## config.mk

```make
export PLATFORM = sky130hd
export DESIGN_NAME = tinker_fetch_queue
export DESIGN_NICKNAME = d
export VERILOG_FILES = /design/src/rtl/tinker_fetch_queue.sv
export SDC_FILE = /design/constraint.sdc
export NUM_CORES = 1
export LEC_CHECK = 0
export CELL_PAD_IN_SITES_DETAIL_PLACEMENT = 0
export CELL_PAD_IN_SITES_GLOBAL_PLACEMENT = 1
export CORE_ASPECT_RATIO = 1.75
export CORE_UTILIZATION = 40
export DETAILED_ROUTE_END_ITERATION = 6
export GPL_ROUTABILITY_DRIVEN = 0
export PLACE_DENSITY_LB_ADDON = 0.15
export SKIP_CTS_REPAIR_TIMING = 1
export SYNTH_ARGS = -nofsm -noshare
export SYNTH_HDL_FRONTEND = slang
export SYNTH_SLANG_ARGS = --single-unit
export TNS_END_PERCENT = 5
```

## constraint.sdc

```tcl
create_clock -name clk -period 14.87 [get_ports clk]
set_input_delay 4.461 -clock clk [delete_from_list [all_inputs] [get_ports clk]]
set_output_delay 4.461 -clock clk [all_outputs]
set_load 0.02 [all_outputs]
```

## src/rtl/tinker_fetch_queue.sv

```systemverilog
// Tinker instruction fetch stage: sequential prefetch into a small {pc, word}
// queue, with redirect flush and drop-counting of stale in-flight responses.
module tinker_fetch_queue #(
  parameter int unsigned DEPTH    = 4,
  parameter int unsigned MAX_OUT  = 2,
  parameter logic [31:0] RESET_PC = 32'h2000
) (
  input  logic        clk,
  input  logic        reset,
  output logic        mem_req_valid,
  output logic [31:0] mem_req_addr,
  input  logic        mem_req_ready,
  input  logic        mem_resp_valid,
  input  logic [31:0] mem_resp_data,
  input  logic        redirect_valid,
  input  logic [31:0] redirect_pc,
  output logic        inst_valid,
  output logic [31:0] inst,
  output logic [31:0] inst_pc,
  input  logic        inst_ready
);

  localparam int unsigned PW = (DEPTH > 1) ? $clog2(DEPTH) : 1;
  localparam int unsigned CW = $clog2(DEPTH + 1);
  localparam int unsigned OW = $clog2(MAX_OUT + 1);

  logic [31:0]   fetch_pc;
  logic [31:0]   resp_pc;
  logic [OW-1:0] outstanding;
  logic [OW-1:0] drop_cnt;
  logic [CW-1:0] count;
  logic [PW-1:0] head;
  logic [PW-1:0] tail;
  logic [31:0]   pc_mem   [DEPTH];
  logic [31:0]   word_mem [DEPTH];

  logic [31:0] target;
  logic [31:0] live;
  logic [31:0] occupancy;
  logic        req_fire;
  logic        resp_ok;
  logic        drop;
  logic        push;
  logic        pop;

  assign target = redirect_pc & 32'hFFFF_FFFC;

  // Reserve a queue slot for every live in-flight request so pushes never overflow.
  always_comb begin
    live          = 32'(outstanding) - 32'(drop_cnt);
    occupancy     = 32'(count) + live;
    mem_req_valid = !reset && !redirect_valid &&
                    (32'(outstanding) < MAX_OUT) && (occupancy < DEPTH);
  end

  assign mem_req_addr = fetch_pc;
  assign req_fire     = mem_req_valid && mem_req_ready;
  assign resp_ok      = mem_resp_valid && (outstanding != '0);
  assign drop         = resp_ok && (drop_cnt != '0);
  assign push         = resp_ok && !drop;

  assign inst_valid = (count != '0);
  assign inst       = word_mem[head];
  assign inst_pc    = pc_mem[head];
  assign pop        = inst_valid && inst_ready;

  always_ff @(posedge clk or posedge reset) begin
    if (reset) begin
      fetch_pc    <= RESET_PC;
      resp_pc     <= RESET_PC;
      outstanding <= '0;
      drop_cnt    <= '0;
      count       <= '0;
      head        <= '0;
      tail        <= '0;
      for (int unsigned i = 0; i < DEPTH; i++) begin
        pc_mem[i]   <= '0;
        word_mem[i] <= '0;
      end
    end else if (redirect_valid) begin
      // Everything still in flight after this cycle's response is stale.
      fetch_pc    <= target;
      resp_pc     <= target;
      count       <= '0;
      head        <= '0;
      tail        <= '0;
      outstanding <= outstanding - OW'(resp_ok);
      drop_cnt    <= outstanding - OW'(resp_ok);
    end else begin
      if (req_fire) fetch_pc <= fetch_pc + 32'd4;
      outstanding <= outstanding + OW'(req_fire) - OW'(resp_ok);
      if (drop) drop_cnt <= drop_cnt - OW'(1);
      if (push) begin
        pc_mem[tail]   <= resp_pc;
        word_mem[tail] <= mem_resp_data;
        tail           <= tail + PW'(1);
        resp_pc        <= resp_pc + 32'd4;
      end
      if (pop) head <= head + PW'(1);
      count <= count + CW'(push) - CW'(pop);
    end
  end

endmodule

```

; Yosys cells after proc, flatten, opt, wreduce, memory -nomap -nowiden
; Index checks and enable logic that the tools add are counted.
[word_totals]
regBits = 331
elab_cells = 77
output_inout_bits = 98
input_bits = 70
[op_classes]
n_bitwise = 3
order_cmp = 5
reduce_logical = 20
addsub = 12
muxes = 22
[op_table]
columns = cell, count
row1 = $mux 32, 9
row2 = $bwmux 128, 2
row3 = $bmux 32 s2, 2
row4 = $add 32x3->32 const B, 2
row5 = $demux 32 s2, 1
row6 = $lt 32x3->1 const B, 1
row7 = $mux 2, 7
row8 = $reduce_bool 2->1, 6
row9 = $logic_and 1x1->1, 9
row10 = $ge 3x3->1 const B, 2
row11 = $not 2->3, 2
row12 = $add 4x3->5, 1
row13 = $add 2x1->2 const B, 2
row14 = $sub 2x1->2, 2
row15 = $add 3x1->3, 1
row16 = $logic_not 1->1, 3
row17 = $lt 3x1->1 const B, 1
row18 = $mux 3, 1
row19 = $reduce_bool 3->1, 1
row20 = $sub 2x2->3, 1
row21 = $sub 3x1->3, 1
row22 = $add 2x1->2, 1
row23 = $lt 2x2->1 const B, 1
row24 = $reduce_and 2->1, 1
row25 = other kinds (2), 2

; Logic depth before layout (Yosys ltp)
; Gate-level depths: netlist of the first run.
[logic_depth]
depth_word = 8
depth_mapped = 17
ltp_nobuf = 15

; Worst setup path before layout of the first run
; OpenSTA, ideal clock, no wires.
[synth_timing]
path_type = input to output
from = input redirect_valid
to = output mem_req_valid
t_arrival_ps = 5544
stages = 5
required_time_ps = 10409
path_buffers = 2
slack_ps = 4865
path_cell_list = buf_6 -> inv_2 -> clkbuf_1 -> nand4_1 -> nor3_1
[synth_via]
elab_chain_cells = 4
[synth_lines]
columns = item, line
row1 = start: declaration, 15  ; input logic redirect_valid,
row2 = $logic_not 1->1, 52  ; mem_req_valid = !reset && !redirect_valid &&
row3 = $logic_and 1x1->1 (2 in a row), 52
row4 = $logic_and 1x1->1, 53  ; (32'(outstanding) < MAX_OUT) && (occupancy < DEPTH);
row5 = end: declaration, 10  ; output logic mem_req_valid,
; Every way passes these cells.

; Worst setup path after layout of the first run
[layout_timing]
from = input reset
to = output mem_req_valid
[layout_via]
elab_chain_cells = 4
[layout_lines]
columns = item, line
row1 = start: declaration, 9  ; input logic reset,
row2 = $logic_not 1->1 (no line), -
row3 = $logic_and 1x1->1 (2 in a row), 52
row4 = $logic_and 1x1->1, 53
; Every way passes these cells.

==> qor.txt, run 1 <==
RUN STATUS
-------------------------------------------------------------------------------------------
Outcome                                                                        complete, no violations

CLOCK TREE
-------------------------------------------------------------------------------------------
Number of levels in the clock H-tree                                                      2
CTS Root Buffer Type                                                           sky130_fd_sc_hd__clkbuf_16
Clock Tree Buf Depth                                                                      3
Clock latency on the worst-skew pair                                                0.52 ns
Clock edge transition at the registers on the reported setup and hold paths         0.06 ns
Number of sinks handled by clock tree synthesis                                         319
TritonCTS clock tree                                                                    yes
TritonCTS Buffers                                                                        34

WORST HOLD PATH
-------------------------------------------------------------------------------------------
Hold worst-path end                                                            pc_mem[18]$_DFFE_PP0P_
Hold Path Cell Cnt                                                                        1
Class of the most critical hold timing path                                      reg -> reg
Startpoint of the lowest-slack hold path                                       pc_mem[18]$_DFFE_PP0P_

STA
-------------------------------------------------------------------------------------------
Worst setup margin                                                                  4.46 ns
Max Clk Rate                                                                     0.0960 GHz
Headroom to the max-slew limit                                                        14.3%
Max Transition Viols Final                                                                0
Fin crit period                                                                    10.41 ns
Clock tree skew after final layout                                                0.0115 ns
Summed negative setup slack over all endpoints                                         0 ns
Final setup viols                                                                         0
Transition time at the pin with the least slew margin                               1.27 ns
RSZ-0062 raised after global routing                                                  false
Final Cycle Share                                                                     70.0%
Final hold viol count                                                                     0

SYNTH
-------------------------------------------------------------------------------------------
Top area cells in the synthesized netlist                                      sky130_fd_sc_hd__dfrtp_1 (53%), sky130_fd_sc_hd__mux2_2 (20%), sky130_fd_sc_hd__mux4_2 (9.3%)
Avg Inst Size Synth                                                              13.9 sq um
Top_reg_cell synth                                                             sky130_fd_sc_hd__dfrtp_1
Post-synth top area cell                                                       sky130_fd_sc_hd__dfrtp_1
Area share of the largest cell type after synthesis                                   53.0%
Fraction of registers with async set/reset                                             100%
Adder-cell area share of the yosys netlist                                            1.61%
Cell area after technology mapping                                              15000 sq um
Synth Area in XOR/XNOR                                                                2.93%
Main combinational cell family by area after synthesis                         multiplexers
Number of register bits inferred by synthesis                                           319
Synth warnings                                                                            0
Synthesized-area fraction occupied by ao, oa, aoi and oai cells                       2.97%
Portion of the post-synthesis area used by sequential elements                        53.4%
Count of flip-flops with a built-in enable after synthesis                                0
Mux cell area share after synthesis                                                   29.8%
Syn Inst Count                                                                         1073
Number of distinct standard cells referenced by the synthesized netlist                  53
Fraction of the mapped netlist area in simple logic gates                             6.41%

GLOBAL ROUTE
-------------------------------------------------------------------------------------------
Antenna violations before repair                                                          0
Global-route congestion overflow total                                                    0
Maximum number of pins on one net before global-route repair                            123
Vias in the first global route                                                        10000
Global-route wire length before repair                                         55800 microns
Total global-route track usage                                                        18.8%

PWR
-------------------------------------------------------------------------------------------
Total power per unit cell area                                                  175 nW/um^2
Static leakage power                                                                7.83 nW
Worst vdd ir                                                                        95.4 uV

PLACED DESIGN
-------------------------------------------------------------------------------------------
Placed Instance Area                                                            17000 sq um
I/O Buffers                                                                             161
Post-Place Worst Slack                                                              4.49 ns
Number of cells in the design after placement                                          1647
Placed wire-length estimate                                                    21500 microns

JOB
-------------------------------------------------------------------------------------------
Maximum capacitance violations                                                            0

CRITICAL PATH
-------------------------------------------------------------------------------------------
Data arrival time at the worst-slack endpoint                                       5.95 ns
Cell type with the highest occurrence count on the critical path               sky130_fd_sc_hd__clkdlybuf4s50_1
Worst reg-to-reg path cell count                                                         15
Kind of launch point of the worst setup path                                     input port
Register-to-Register Setup Slack                                                   10.75 ns
Delay contributed by the slowest stage of the critical path                         0.66 ns
Start of the worst register-to-register path                                   outstanding[0]$_DFF_PP0_
Cell-by-cell trace of the critical path                                        clkdlybuf4s50_1, nor3_1, clkdlybuf4s50_1
Cell with the biggest individual delay on the critical path                    sky130_fd_sc_hd__clkdlybuf4s50_1
Worst setup path category                                                         in -> out
Endpoint required time on the critical path                                        10.41 ns
Endpoint kind of the worst setup timing path                                     output pin
Worst-path fanout max                                                                     3
Category of cells accounting for the largest share of critical-path delay      buffers and inverters
Number of buffer and inverter instances along the worst setup path                        2
Critical R2R Capture                                                           outstanding[1]$_DFF_PP0_

FLOORPLAN
-------------------------------------------------------------------------------------------
Die Span Y                                                                      258 microns
Die area                                                                        38200 sq um
Horizontal die dimension                                                        148 microns
Top Ports                                                                               168
Number of core rows                                                                      93
Effective utilization at floorplan                                                    40.6%
Core area                                                                       36900 sq um

CELLS AND AREA
-------------------------------------------------------------------------------------------
Utilization after layout                                                              49.1%
Number of diodes added for antenna fixing                                                 0
Fraction of final layout cells sized beyond drive strength 1                          33.9%
Syn-to-layout area delta                                                              21.0%
Number of nets in the final layout                                                     1296
Number of non-filler instances in the completed layout                                 1708
Final Instance Area                                                             18100 sq um

ROUTE
-------------------------------------------------------------------------------------------
Remaining DRCs                                                                            0
Number of design-rule violations left by the first detailed-router iteration            375
Number of nets with antenna violations after detailed routing                             0
Detailed Routing Iterations Pass 1                                                        4
Wire length per cell after detailed routing                                    20.1 microns
Overall routed net length                                                      34400 microns
Total via count after detailed routing                                                 9183
Via-per-instance ratio                                                                 5.38

[kinds of logic (layout without fill, tap and decap cells)]
kind of cell             Yosys count  count (layout)
AO/OA/AOI/OAI                     62              62
XOR/XNOR                          50              50
other                              1               4
flip-flops                       319             319
adder cells (fa/ha/maj)           18              18
multiplexers                     334             334
AND/OR/NAND/NOR                  182             182
buffers and inverters            107             264
[power breakdown]
group | switching [mW] | internal, mW | total, mW
sequential | 0.137 | 1.05 | 1.19
combinational | 0.502 | 0.608 | 1.11
clock | 0.347 | 0.514 | 0.861
total | 0.986 | 2.17 | 3.16
[registers in the layout, summed over array words and instances (netlist names)]
name          flops
resp_pc          30
word_mem        128
outstanding       2
mem_req_addr     30
head              2
tail              2
drop_cnt          2
pc_mem          120
count             3
[placed cells by master (no fill, tap or decap), types with 5 or more instances in the layout]
master / count
sky130_fd_sc_hd__a21oi_1: 7
sky130_fd_sc_hd__and3_1: 6
sky130_fd_sc_hd__buf_4: 13
sky130_fd_sc_hd__clkbuf_1: 6
sky130_fd_sc_hd__clkbuf_16: 37
sky130_fd_sc_hd__clkbuf_8: 5
sky130_fd_sc_hd__clkdlybuf4s50_1: 160
sky130_fd_sc_hd__clkinv_2: 9
sky130_fd_sc_hd__dfrtp_1: 315
sky130_fd_sc_hd__ha_1: 16
sky130_fd_sc_hd__inv_1: 26
sky130_fd_sc_hd__mux2_2: 271
sky130_fd_sc_hd__mux4_2: 62
sky130_fd_sc_hd__nand2_1: 49
sky130_fd_sc_hd__nand3_1: 15
sky130_fd_sc_hd__nand4_1: 29
sky130_fd_sc_hd__nor2_1: 24
sky130_fd_sc_hd__nor3_1: 12
sky130_fd_sc_hd__nor4_1: 11
sky130_fd_sc_hd__o211ai_1: 5
sky130_fd_sc_hd__o21ai_0: 18
sky130_fd_sc_hd__or3_1: 5
sky130_fd_sc_hd__xnor2_1: 40
sky130_fd_sc_hd__xor2_1: 10
[routing by layer]
metal | share of wire [%] | wire length [microns] | GRT usage (%) | up-vias
met5 | 0 | 0 | 0 | -
met4 | 2.6 | 890 | 6.67 | 0
met3 | 3.0 | 1030 | 2.60 | 54
met2 | 52 | 18000 | 33.5 | 180
li1 | - | - | - | 4166
met1 | 42 | 14500 | 23.0 | 4783
[worst max path at each step]
stage	start	end	slack, ns	cells past startpoint
CTS	reset	mem_req_valid	4.47	3
finish	reset	mem_req_valid	4.46	3
global placement	reset	mem_req_valid	4.46	3
global route	reset	mem_req_valid	4.39	3
floorplan	reset	count[0]$_DFF_PP0_	1.58	1
detailed placement	reset	mem_req_valid	4.49	3
[final cells by class]
| class | instances | area, sq um |
|---|---|---|
| fill | 3257 | 18800 |
| sequential | 319 | 7990 |
| multi-input combinational | 650 | 6560 |
| timing repair buffer | 174 | 1700 |
| clock buffer | 48 | 1020 |
| tap | 475 | 594 |
| clock inverter | 13 | 124 |
| inverter | 29 | 116 |
[cells in the mapped netlist (4+ instances only)]
cell type	count
sky130_fd_sc_hd__nand3_1	15
sky130_fd_sc_hd__mux2_2	271
sky130_fd_sc_hd__xor2_1	10
sky130_fd_sc_hd__and3_1	10
sky130_fd_sc_hd__and2_1	4
sky130_fd_sc_hd__mux4_2	62
sky130_fd_sc_hd__ha_1	16
sky130_fd_sc_hd__nand4_1	29
sky130_fd_sc_hd__nor2_1	24
sky130_fd_sc_hd__nor3_1	12
sky130_fd_sc_hd__o21a_1	4
sky130_fd_sc_hd__xnor2_1	40
sky130_fd_sc_hd__nor4_1	11
sky130_fd_sc_hd__a21oi_1	7
sky130_fd_sc_hd__buf_4	5
sky130_fd_sc_hd__nand2_1	49
sky130_fd_sc_hd__or3_1	5
sky130_fd_sc_hd__dfrtp_1	317
sky130_fd_sc_hd__nand2b_1	4
sky130_fd_sc_hd__clkbuf_1	57
sky130_fd_sc_hd__buf_1	14
sky130_fd_sc_hd__o21ai_0	18
sky130_fd_sc_hd__inv_1	27
sky130_fd_sc_hd__o311ai_0	4
sky130_fd_sc_hd__o211ai_1	5
sky130_fd_sc_hd__a221o_1	4
[stage by stage]
step / total power, mW / hold slack [ns]
2_1_floorplan: 1.90 / 0.475
4_1_cts: 3.22 / 0.504
5_1_grt: 3.34 / 0.511
3_5_place_dp: 2.34 / 0.490
3_3_place_gp: 2.32 / 0.484
6_report: 3.16 / 0.499
No activity file was read; power rests on OpenSTA's default activity.
==> run 2: changes to the inputs <==
==> constraint.sdc (replaced) <==
create_clock -name clk -period 9.8 [get_ports clk]
set_input_delay 2.94 -clock clk [delete_from_list [all_inputs] [get_ports clk]]
set_output_delay 2.94 -clock clk [all_outputs]
set_load 0.02 [all_outputs]
==> qor.txt, run 2 (same netlist as run 1, synthesis figures left out) <==
CELLS AND AREA
-------------------------------------------------------------------------------------------
Number of non-filler instances in the completed layout                                 1706
Largest registers in the final layout                                          word_mem: 128 flops, pc_mem: 120 flops
Final Instance Area                                                             18000 sq um
Commonest cells after routing, fill and taps aside                             sky130_fd_sc_hd__dfrtp_1 (315), sky130_fd_sc_hd__mux2_2 (271), sky130_fd_sc_hd__clkdlybuf4s50_1 (160)
Register with the most flip-flops                                                  word_mem
Most frequent standard cell in the layout excluding fill and tap cells         sky130_fd_sc_hd__dfrtp_1
Number of nets in the final layout                                                     1296
Fraction of final layout cells sized beyond drive strength 1                          33.4%
Utilization after layout                                                              48.8%
Flip-flop count of the largest register, all copies and words added                     128
Number of diodes added for antenna fixing                                                 0
Syn-to-layout area delta                                                              20.4%

FLOORPLAN
-------------------------------------------------------------------------------------------
Top Ports                                                                               168
Core area                                                                       36900 sq um
Number of core rows                                                                      93
Horizontal die dimension                                                        148 microns
Die area                                                                        38200 sq um
Effective utilization at floorplan                                                    40.6%
Die Span Y                                                                      258 microns

GLOBAL ROUTE
-------------------------------------------------------------------------------------------
Antenna violations before repair                                                          0
Maximum number of pins on one net before global-route repair                             72
Global-route wire length before repair                                         56400 microns
Global-route congestion overflow total                                                    0
Vias in the first global route                                                        10000
Total global-route track usage                                                        18.9%

STA
-------------------------------------------------------------------------------------------
Final hold viol count                                                                     0
Fin crit period                                                                     7.23 ns
Worst setup margin                                                                  2.57 ns
Summed negative setup slack over all endpoints                                         0 ns
Final Cycle Share                                                                     73.8%
Clock tree skew after final layout                                                0.0200 ns
RSZ-0062 raised after global routing                                                  false
Max Clk Rate                                                                      0.138 GHz
Max Transition Viols Final                                                                0
WHS                                                                                0.501 ns
Transition time at the pin with the least slew margin                               1.07 ns
Final setup viols                                                                         0
Headroom to the max-slew limit                                                        28.6%

CLOCK TREE
-------------------------------------------------------------------------------------------
Clock edge transition at the registers on the reported setup and hold paths         0.06 ns
Clock Tree Buf Depth                                                                      3
Clock latency on the worst-skew pair                                                0.57 ns
Number of sinks handled by clock tree synthesis                                         319
TritonCTS clock tree                                                                    yes
Number of levels in the clock H-tree                                                      1
CTS Root Buffer Type                                                           sky130_fd_sc_hd__clkbuf_16
TritonCTS Buffers                                                                        31

PWR
-------------------------------------------------------------------------------------------
Total power per unit cell area                                                  262 nW/um^2
Switching fraction of total power                                                     31.5%
Relative contribution of combinational cells to total power                           35.9%
Register share of total power                                                         38.3%
Final Power                                                                         4.72 mW
Sw power                                                                            1.49 mW
Worst vdd ir                                                                         124 uV
Cell internal pwr                                                                   3.23 mW
Static leakage power                                                                7.77 nW
Clock network fraction of design power                                                25.9%

CRITICAL PATH
-------------------------------------------------------------------------------------------
Kind of launch point of the worst setup path                                     input port
Data arrival time at the worst-slack endpoint                                       4.29 ns
Endpoint kind of the worst setup timing path                                     output pin
Endpoint required time on the critical path                                         6.86 ns
Worst-path fanout max                                                                     3
Worst setup path category                                                         in -> out

PLACED DESIGN
-------------------------------------------------------------------------------------------
Post-Place Worst Slack                                                              2.57 ns
Number of cells in the design after placement                                          1650
I/O Buffers                                                                             161
Placed wire-length estimate                                                    22200 microns
Placed Instance Area                                                            17000 sq um

ROUTE
-------------------------------------------------------------------------------------------
Remaining DRCs                                                                            0
Number of design-rule violations left by the first detailed-router iteration            344
Number of nets with antenna violations after detailed routing                             0
Wire length per cell after detailed routing                                    20.4 microns
Via-per-instance ratio                                                                 5.38
Overall routed net length                                                      34800 microns
Total via count after detailed routing                                                 9178
Detailed Routing Iterations Pass 1                                                        6

WORST HOLD PATH
-------------------------------------------------------------------------------------------
Class of the most critical hold timing path                                      reg -> reg

JOB
-------------------------------------------------------------------------------------------
Maximum capacitance violations                                                            0

RUN STATUS
-------------------------------------------------------------------------------------------
Outcome                                                                        complete, no violations

[run 2: cell count changes in the layout (fill, tap and decap cells not counted), sizes merged]
cell,before,now
buf,14,17
clkinv,9,2
clkinvlp,1,3
inv,30,29
bufinv,2,3
[run 2: final cells by class]
| type | count | area [sq um] |
|---|---|---|
| inverters | 29 | 113 |
| clock buffers | 48 | 900 |
| flip-flops and latches | 319 | 7990 |
| fillers | 3316 | 18900 |
| repair buffers | 177 | 1730 |
| well taps | 475 | 594 |
| multi-input cells | 650 | 6560 |
| clock inverters | 8 | 126 |
[run 2: path summary, 6_finish.rpt]
kind | from | end | slack (ns) | depth (start not counted)
hold / removal | pc_mem[41]$_DFFE_PP0P_ | pc_mem[41]$_DFFE_PP0P_ | 0.50 | 1
hold reg to reg | pc_mem[41]$_DFFE_PP0P_ | pc_mem[41]$_DFFE_PP0P_ | 0.50 | 1
setup / recovery | reset | mem_req_valid | 2.57 | 3
setup reg to reg | outstanding[0]$_DFF_PP0_ | outstanding[1]$_DFF_PP0_ | 5.63 | 15
max in group asynchronous | reset | word_mem[68]$_DFFE_PP0P_ | 5.03 | 4
min in group asynchronous | reset | resp_pc[2]$_DFFE_PP0N_ | 2.89 | 2
[run 2: metal layers]
layer / track usage (%) / share of wire, % / wire [microns] / vias up
met3: 2.35 / 3.3 / 1160 / 43
li1: - / - / - / 4177
met2: 33.8 / 52 / 18100 / 174
met1: 23.5 / 42 / 14700 / 4784
met5: 0 / 0 / 0 / -
met4: 5.99 / 2.3 / 816 / 0
[run 2: worst max-delay path, stage by stage]
cell and delay, ns:
sky130_fd_sc_hd__clkdlybuf4s50_1 0.48, sky130_fd_sc_hd__nor3_1 0.23, sky130_fd_sc_hd__clkdlybuf4s50_1 0.64
[run 2: power groups by stage]
stage | Combinational, mW | Clock, mW | Sequential (mW)
2_1_floorplan | 1.13 | 0 | 1.75
3_3_place_gp | 1.70 | 0 | 1.82
3_5_place_dp | 1.72 | 0 | 1.83
4_1_cts | 1.73 | 1.26 | 1.81
5_1_grt | 1.82 | 1.31 | 1.85
6_report | 1.69 | 1.22 | 1.80
==> run 3: changes to the inputs <==
==> constraint.sdc (replaced) <==
create_clock -name clk -period 6.7 [get_ports clk]
set_input_delay 2.01 -clock clk [delete_from_list [all_inputs] [get_ports clk]]
set_output_delay 2.01 -clock clk [all_outputs]
set_load 0.02 [all_outputs]
==> qor.txt, run 3 (same netlist as run 1, synthesis figures left out) <==
PWR
-------------------------------------------------------------------------------------------
Worst vdd ir                                                                         160 uV
Static leakage power                                                                7.83 nW
Total power per unit cell area                                                  384 nW/um^2

CLOCK TREE
-------------------------------------------------------------------------------------------
CTS Root Buffer Type                                                           sky130_fd_sc_hd__clkbuf_16
TritonCTS Buffers                                                                        34
Clock edge transition at the registers on the reported setup and hold paths         0.06 ns
TritonCTS clock tree                                                                    yes
Number of sinks handled by clock tree synthesis                                         319
Number of levels in the clock H-tree                                                      2
Clock latency on the worst-skew pair                                                0.52 ns
Clock Tree Buf Depth                                                                      3

CELLS AND AREA
-------------------------------------------------------------------------------------------
Syn-to-layout area delta                                                              21.3%
Commonest cells after routing, fill and taps aside                             sky130_fd_sc_hd__dfrtp_1 (315), sky130_fd_sc_hd__mux2_2 (271), sky130_fd_sc_hd__clkdlybuf4s50_1 (160)
Register with the most flip-flops                                                  word_mem
Number of nets in the final layout                                                     1297
Largest registers in the final layout                                          word_mem: 128 flops, pc_mem: 120 flops
Filler cell count                                                                      3288
Flip-flop count of the largest register, all copies and words added                     128
Number of diodes added for antenna fixing                                                 0
Most frequent standard cell in the layout excluding fill and tap cells         sky130_fd_sc_hd__dfrtp_1
Fraction of final layout cells sized beyond drive strength 1                          33.7%
Number of non-filler instances in the completed layout                                 1708
Final Instance Area                                                             18200 sq um

GLOBAL ROUTE
-------------------------------------------------------------------------------------------
Antenna violations before repair                                                          0
Global-route congestion overflow total                                                    0
Maximum number of pins on one net before global-route repair                            121
Met1 Use GR                                                                           23.9%
Total global-route track usage                                                        19.0%
Global-route met2 utilization                                                         33.3%
Highest-utilization routing layer at the global route stage                            met2
Global-route wire length before repair                                         56700 microns
Vias in the first global route                                                         9936
Met3 usage                                                                            2.51%

CRITICAL PATH
-------------------------------------------------------------------------------------------
Cell-by-cell trace of the critical path                                        inv_1, ha_1, fa_1, ha_1, or4b_2, o311ai_2, buf_4, nand4_1, nor3_1, clkdlybuf4s50_1
Number of buffer and inverter instances along the worst setup path                        3
Category of cells accounting for the largest share of critical-path delay       adder cells
Endpoint required time on the critical path                                         4.69 ns
Data arrival time at the worst-slack endpoint                                       3.96 ns
Register-to-Register Setup Slack                                                    2.62 ns
Cell with the biggest individual delay on the critical path                    sky130_fd_sc_hd__clkdlybuf4s50_1
Worst setup path category                                                        reg -> out
Cell type with the highest occurrence count on the critical path               sky130_fd_sc_hd__ha_1
Worst-path fanout max                                                                    17
Delay contributed by the slowest stage of the critical path                         0.64 ns
Kind of launch point of the worst setup path                                           flop
Endpoint kind of the worst setup timing path                                     output pin

FLOORPLAN
-------------------------------------------------------------------------------------------
Top Ports                                                                               168
Number of core rows                                                                      93
Core area                                                                       36900 sq um
Die Span Y                                                                      258 microns
Die area                                                                        38200 sq um
Effective utilization at floorplan                                                    40.6%
Horizontal die dimension                                                        148 microns

STA
-------------------------------------------------------------------------------------------
Final hold viol count                                                                     0
RSZ-0062 raised after global routing                                                  false
Headroom to the max-slew limit                                                        22.1%
Final Cycle Share                                                                     89.1%
Max Transition Viols Final                                                                0
Max Clk Rate                                                                      0.168 GHz
Worst setup margin                                                                 0.730 ns
Clock tree skew after final layout                                                0.0173 ns
Summed negative setup slack over all endpoints                                         0 ns
Final setup viols                                                                         0
Fin crit period                                                                     5.97 ns
Transition time at the pin with the least slew margin                               1.16 ns

ROUTE
-------------------------------------------------------------------------------------------
Via-per-instance ratio                                                                 5.43
Total via count after detailed routing                                                 9275
Detailed Routing Iterations Pass 1                                                        4
Number of nets with antenna violations after detailed routing                             0
Overall routed net length                                                      34900 microns
Number of design-rule violations left by the first detailed-router iteration            294
Remaining DRCs                                                                            0
Wire length per cell after detailed routing                                    20.5 microns

PLACED DESIGN
-------------------------------------------------------------------------------------------
Post-Place Worst Slack                                                              1.26 ns
Placed wire-length estimate                                                    22000 microns
Placed Instance Area                                                            17100 sq um
Number of cells in the design after placement                                          1648
I/O Buffers                                                                             161

RUN STATUS
-------------------------------------------------------------------------------------------
Outcome                                                                        complete, no violations

JOB
-------------------------------------------------------------------------------------------
Maximum capacitance violations                                                            0

WORST HOLD PATH
-------------------------------------------------------------------------------------------
Class of the most critical hold timing path                                      reg -> reg

## run 3: cell count changes in the layout (fill, tap and decap cells not counted), sizes merged
cell      previous run  this run
clkbuf              48        52
clkinvlp             3         1
buf                 17        15
clkinv               2         7
bufinv               3         0
## run 3: final cells by class
| class | instances | area [sq um] | area share [%] |
|---|---|---|---|
| clock buffers | 52 | 1040 | 5.74 |
| clock inverters | 8 | 46.3 | 0.255 |
| inverters | 29 | 113 | 0.620 |
| multi-input cells | 650 | 6560 | 36.1 |
| flip-flops and latches | 319 | 7990 | 44.0 |
| well taps | 475 | 594 | 3.27 |
| repair buffers | 175 | 1810 | 9.98 |
## run 3: worst reg2reg max path, delay by kind of cell, from the launching register on
family                     cells  cell delay (ns)
buffers and inverters          4             0.57
adders and majority gates      5             1.56
xor gates and xnor gates       2             0.27
DFF                            1             0.39
and+or+nand+nor                2             0.94
AOI/OAI and AO/OA              2             0.29
## run 3: layer usage
layer,share of wire [%],wire length (microns),vias up
li1,-,-,4183
met1,42,14800,4834
met2,52,18000,201
met3,3.2,1110,57
met4,2.9,1020,0
met5,0,0,-
## run 3: where the power goes
part | internal [mW] | total, mW | leakage (nW) | switching, mW
logic | 1.36 | 2.45 | 3.13 | 1.09
registers | 2.33 | 2.68 | 4.16 | 0.345
clock network | 1.08 | 1.84 | 0.543 | 0.761
total | 4.77 | 6.97 | 7.83 | 2.19
## run 3: path summary, 6_finish.rpt
path / start / to / cells after the start
setup / recovery: outstanding[0]$_DFF_PP0_ / mem_req_valid / 10
hold / removal: pc_mem[79]$_DFFE_PP0P_ / pc_mem[79]$_DFFE_PP0P_ / 1
setup reg to reg: outstanding[0]$_DFF_PP0_ / outstanding[1]$_DFF_PP0_ / 15
hold reg to reg: pc_mem[79]$_DFFE_PP0P_ / pc_mem[79]$_DFFE_PP0P_ / 1
max in group asynchronous: reset / pc_mem[122]$_DFFE_PP0P_ / 3
min in group asynchronous: reset / mem_req_addr[31]$_DFFE_PP0P_ / 2
## run 3: stage by stage
stage	util (%)	power [mW]	hold slack (ns)
2_1_floorplan	-	4.21	0.475
3_3_place_gp	46.3	5.17	0.484
6_report	49.2	6.97	0.501
5_1_grt	49.2	7.36	0.509
4_1_cts	49.2	7.10	0.504
3_5_place_dp	46.3	5.22	0.490
